<file path="config.mk">
export PLATFORM = sky130hd
export DESIGN_NAME = digit_counter
export DESIGN_NICKNAME = d
export VERILOG_FILES = /design/src/rtl/digit_counter.sv
export SDC_FILE = /design/constraint.sdc
export NUM_CORES = 1
export LEC_CHECK = 0
export ABC_AREA = 0
export CAP_MARGIN = 20
export CORE_AREA = 3 3 73 75
export DETAILED_ROUTE_END_ITERATION = 10
export DIE_AREA = 0 0 76 78
export PLACE_DENSITY = 0.75
export SLEW_MARGIN = 20
export SYNTH_ARGS = -nofsm -noshare
export SYNTH_HDL_FRONTEND = slang
export SYNTH_SLANG_ARGS = --single-unit
export TNS_END_PERCENT = 20
</file>
<file path="constraint.sdc">
create_clock -name clk -period 2.05 [get_ports clk]
set_input_delay 0.41 -clock clk [delete_from_list [all_inputs] [get_ports clk]]
set_output_delay 0.41 -clock clk [all_outputs]
set_load 0.02 [all_outputs]
</file>
<file path="src/rtl/digit_counter.sv">
// digit_counter: up/down hex digit (BCD when DIGIT_COUNTER_DECIMAL_EN) with prescaler tick, synchronised step, load and wrap
module digit_counter #(
  parameter int PRESCALE_W = 24
) (
  input  logic                  clk,
  input  logic                  reset,
  input  logic [PRESCALE_W-1:0] compare,
  input  logic                  run,
  input  logic                  up,
  input  logic                  step,
  input  logic                  load,
  input  logic [3:0]            load_value,
  output logic [3:0]            digit,
  output logic                  wrap,
  output logic                  tick
);
`ifdef DIGIT_COUNTER_DECIMAL_EN
  localparam logic [3:0] MAX = 4'd9;
  logic [3:0] load_clamped;
  assign load_clamped = (load_value > MAX) ? MAX : load_value;
`else
  localparam logic [3:0] MAX = 4'd15;
  logic [3:0] load_clamped;
  assign load_clamped = load_value;
`endif
  logic [PRESCALE_W-1:0] presc_q, presc_d;
  logic [2:0]            sync_q, sync_d;
  logic [3:0]            digit_q, digit_d;
  logic                  wrap_q, wrap_d, tick_q, tick_d;
  logic                  tick_ev, step_ev, count_ev, at_edge;
  // next state: load beats tick/step, which count once even when coincident
  always_comb begin
    tick_ev  = run && (presc_q >= compare);
    step_ev  = sync_q[1] && !sync_q[2];
    count_ev = tick_ev || step_ev;
    at_edge  = up ? (digit_q >= MAX) : (digit_q == 4'd0);
    sync_d   = {sync_q[1:0], step};
    presc_d  = (!run || load || tick_ev) ? '0 : presc_q + 1'b1;
    digit_d  = load ? load_clamped :
               !count_ev ? digit_q :
               at_edge ? (up ? 4'd0 : MAX) :
               up ? digit_q + 4'd1 : digit_q - 4'd1;
    wrap_d   = !load && count_ev && at_edge;
    tick_d   = !load && tick_ev;
  end
  // state registers, cleared asynchronously
  always_ff @(posedge clk or posedge reset) begin
    if (reset) begin
      presc_q <= '0;
      sync_q  <= '0;
      digit_q <= '0;
      wrap_q  <= 1'b0;
      tick_q  <= 1'b0;
    end else begin
      presc_q <= presc_d;
      sync_q  <= sync_d;
      digit_q <= digit_d;
      wrap_q  <= wrap_d;
      tick_q  <= tick_d;
    end
  end
  assign digit = digit_q;
  assign wrap  = wrap_q;
  assign tick  = tick_q;
endmodule

</file>
* Word-level counts from Yosys, hierarchy flattened *
Index checks and enable logic that the tools add are counted.

storage, ports and cells
  output and inout port bits = 6
  flip-flop bits (word level) = 33
  logic and storage cells = 30

operators by class
  mux-type cells = 7
  order comparisons = 2
  $add $sub $neg = 3
  reductions and logical operators = 13

operator list
  operator               count
  $add 24x1->24 const B  1
  $ge 24x24->1           1
  $mux 24                1
  $mux 4                 5
  $logic_and 1x1->1      5
  $add 4x1->4 const B    1
  $ge 4x4->1 const B     1
  $logic_not 4->1        1
  $sub 4x1->4 const B    1
  $logic_not 1->1        3
  $logic_or 1x1->1       3
  $reduce_bool 2->1      1
  $mux 1                 1

* Depth between registers and ports, before layout *
  word-level depth = 5
  gate-level depth with buffers = 10

* Least setup slack after synthesis *
No wires, ideal clock.

  path kind = flip-flop to flip-flop
  from = register presc_q[0]
  to = register digit_q[1], in the netlist digit[1]
  required time = 1956 ps
  stages on the path, launching flop included = 10
  path slack = -122 ps
  buffers on the path = 0
  clock period less this slack = 2172 ps
  arrival = 2078 ps
  library setup time = 94 ps
  cells stage by stage = dfrtp_1 -> inv_1 -> ha_1 -> nand2b_4 -> a211o_1 -> a211oi_2 -> o21ai_2 -> a221oi_4 -> nor3_2 -> a221oi_2

between the ends
  cells in the longest elaborated chain, start to end = 4

RTL lines
  item                                line  text
  start: declaration                  26    logic [PRESCALE_W-1:0] presc_q, presc_d;
  start signal: assignment            55    presc_q <= presc_d;
  $ge 24x24->1                        33    tick_ev = run && (presc_q >= compare);
  $logic_and 1x1->1                   33
  $logic_or 1x1->1                    35    count_ev = tick_ev || step_ev;
  $reduce_bool 2->1 (no source line)  -
  end signal: assignment              57    digit_q <= digit_d;
  end: declaration                    28    logic [3:0] digit_q, digit_d;

Every way passes these cells.
A chain may end at the register's enable or synchronous reset.

* Worst setup path after layout *
  from = register presc_q[19]
  to = register digit_q[1], in the netlist digit[1]

Same word-level chain as after synthesis.

==> results.tsv <==
stage	metric	value	unit
global_route	pin count of the biggest net entering global routing	34	
timing	RSZ-0062 raised after global routing	true	
timing	Least-Margin Pin Slew	0.435	ns
detailed_routing	Vias per Instance	5.08	
floorplanning	Die Footprint	5930	µm²
logic_synthesis	EDFF count, synth	0	
logic_synthesis	Distinct cells, synth	37	
global_route	GRT overflow	0	
timing	final hold vios	0	
outcome	failing checks	negative setup slack	
logic_synthesis	sequential fraction of the synthesis area	36.9	%
floorplanning	Top Ports	40	
placed_design	Place WS	-0.834	ns
logic_synthesis	Syn Nets	309	
timing	fmax	415	MHz
detailed_routing	routed len/inst	14.5	µm
detailed_routing	initial DRC count	72	
power	Power, Total	1.50	mW
global_route	initial antenna violation count	0	
placed_design	port bufs	39	
power	VDD IR-drop max	0.395	mV
timing	fin crit period	2.41	ns
detailed_routing	vias after detailed routing	2039	
layout	Antenna Cells	0	
critical_path	worst path cell trace	ha_4 -> nand4_1 -> nor4_4 -> o211ai_1 -> o21ai_2 -> a221oi_4 -> buf_4 -> and2b_1 -> a221oi_2	
min_path	worst min path class	reg -> reg	
placed_design	Post-DP HPWL	3590	µm
placed_design	placer's final routability congestion estimate	0.804	
run	total of max-cap violations	0	
global_route	vias in the first global route	1963	
placed_design	Placed Instance Area	2920	µm²
power	Lkg Pwr	1.60	nW
critical_path	CP max-delay cell	dfrtp_1	
critical_path	Worst path max stage delay	0.43	ns
clocking	clk slew on worst S/H paths	0.07	ns
logic_synthesis	FFs w/ async S/R, synth	100	%
critical_path	WP data required	2.25	ns
detailed_routing	# DRC	0	
clocking	CTS tree	yes	
power	pwr dens	438	nW/µm²
layout	share of cells above drive strength 1	31.4	%
critical_path	crit-path max FO	4	
global_route	Tot GR Track Use	18.5	%
logic_synthesis	#FFs+latches synth	33	
floorplanning	Die X	76	µm
critical_path	startpoint types	flop	
critical_path	Critical Path Sink Type	flop	
clocking	total clock buffers created by CTS	5	
critical_path	critical setup path kind	reg -> reg	
floorplanning	DIE HEIGHT	78	µm
logic_synthesis	Syn Inst Count	247	
critical_path	Worst R2R Setup Slack	-0.36	ns
timing	Slew Viols, Final	0	
floorplanning	Initial Util	47.4	%
timing	Tcrit/Tclk final	118	%
floorplanning	Row Count	25	
critical_path	CP Buf/Inv Count	1	
logic_synthesis	mapped cell area	2240	µm²
clocking	Clock Path Buffers	2	
timing	worst setup margin	-0.361	ns
timing	final setup TNS	-9.22	ns
layout	fin area	3420	µm²
detailed_routing	DRT Wirelength	5820	µm
timing	Worst Skew	0.00660	ns
timing	final number of setup-violating endpoints	30	
detailed_routing	First-pass DRT Iterations	4	
clocking	clk_lat worst skew	0.29	ns
floorplanning	core area	4720	µm²
clocking	clk sinks	33	
detailed_routing	Final ANT Viol Nets	0	
critical_path	CP Data Arrival Time	2.61	ns
logic_synthesis	mean post-synth cell area	9.06	µm²
global_route	first-pass GRT wire length	8810	µm
timing	relative slew slack	70.9	%
logic_synthesis	Ys Warns	0	
critical_path	crit-path leading delay family	compound AO/OA/AOI/OAI gates	
clocking	H-tree Lvls	2	
layout	layout net count	395	
logic_synthesis	commonest register cell after synthesis	dfrtp_1	
outcome	status	finished with violations	
clocking	CTS root buf	clkbuf_8	
layout	Area Growth Syn to Fin	52.8	%
## registers in the layout (all words and copies together) (netlist names)
register  cells
wrap          1
presc_q      24
sync_q        3
tick          1
digit         4
## cell usage after synthesis (2+ instances only)
cell type  number  area, µm²
a21oi_1        12       60.1
and3_1          8       50.1
xor2_1         15        131
and4_1          3       26.3
a221oi_2        2       30.0
ha_1           27        338
nand3_1        11       55.1
nand4_1         4       25.0
nand2_1        20       75.1
o21a_1          2       15.0
nor3_1          2       10.0
dfrtp_1        33        826
o21ai_0         5       25.0
xnor2_1        10       87.6
nor2b_1         3       18.8
nor2_1         35        131
nor3b_1         2       15.0
inv_1          33        124
buf_2           2       10.0
## path summary, 6_finish.rpt
check / startpoint / to / depth (start not counted)
worst max-delay path: presc_q[19] / digit[1] / 9
worst min-delay path: sync_q[0] / sync_q[1] / 0
worst max register to register: presc_q[19] / digit[1] / 9
worst min register to register: sync_q[0] / sync_q[1] / 0
max in group asynchronous: reset / presc_q[22] / 3
min in group asynchronous: reset / presc_q[11] / 3
## layer usage
| metal | track usage (%) | up-vias | wire, µm | part of all wire (%) |
|---|---|---|---|---|
| met5 | 0 | - | 0 | 0 |
| met4 | 5.80 | 0 | 118 | 2.0 |
| met3 | 4.41 | 13 | 225 | 3.9 |
| met2 | 34.6 | 44 | 3150 | 54 |
| met1 | 20.9 | 984 | 2330 | 40 |
| li1 | - | 998 | - | - |
## layout by cell type (no fill, tap or decap), types with 2 or more instances in the layout
cell and n:
a21oi_1 6, clkdlybuf4s50_1 25, and4_1 3, nor2b_1 3, xnor2_1 10, nand2_1 16, nand3_1 11, nor2_1 29
a221oi_4 2, nor2_4 2, nor3b_2 2, dfrtp_1 33, nand2_2 3, o21ai_2 2, o21ai_1 4, buf_4 41
xor2_1 14, o21a_1 2, dlygate4sd2_1 14, nand4_1 4, a21oi_2 6, clkbuf_8 5, ha_4 13, clkinv_2 2
inv_2 10, and3_1 8, inv_1 23, a221oi_2 2, nor2_2 4, ha_1 14, clkbuf_16 2
## kinds of logic after synthesis
group	after synthesis	share of synthesized area, %
compound gates	30	10.0
xor+xnor	25	9.78
fa+ha+maj	28	16.0
buf+inv	37	6.54
flops	33	36.9
simple gates	94	20.8
## power by group
| part | total (mW) | internal, mW | switching (mW) | leakage [nW] |
|---|---|---|---|---|
| registers | 0.688 | 0.666 | 0.0219 | 0.443 |
| logic | 0.328 | 0.174 | 0.153 | 1.11 |
| clock network | 0.483 | 0.235 | 0.248 | 0.0450 |
## what timing repair did
item	CTS	global route
gates cloned	0	2
hold buffers	0	0
buffers inserted	5	8
resized for setup	51	20
pin swaps	31	20
endpoints found under the setup margin	30	30
## per-stage QoR
step / std cells / hold WS, ns / utilization [%]
2_1_floorplan: 247 / 0.331 / -
3_3_place_gp: 378 / 0.333 / 61.8
3_5_place_dp: 378 / 0.338 / 61.8
4_1_cts: 391 / 0.354 / 68.2
5_1_grt: 401 / 0.361 / 72.4
6_report: 401 / 0.352 / 72.4
## cell type report
| cell class | instances | area, µm² |
|---|---|---|
| tap | 67 | 83.8 |
| clock inverter | 2 | 10.0 |
| sequential | 33 | 826 |
| inverter | 33 | 124 |
| clock buffer | 6 | 72.6 |
| timing repair buffer | 83 | 751 |
| multi-input combinational | 177 | 1550 |
| fill | 327 | 1300 |
Power figures use the tool's default switching activity.
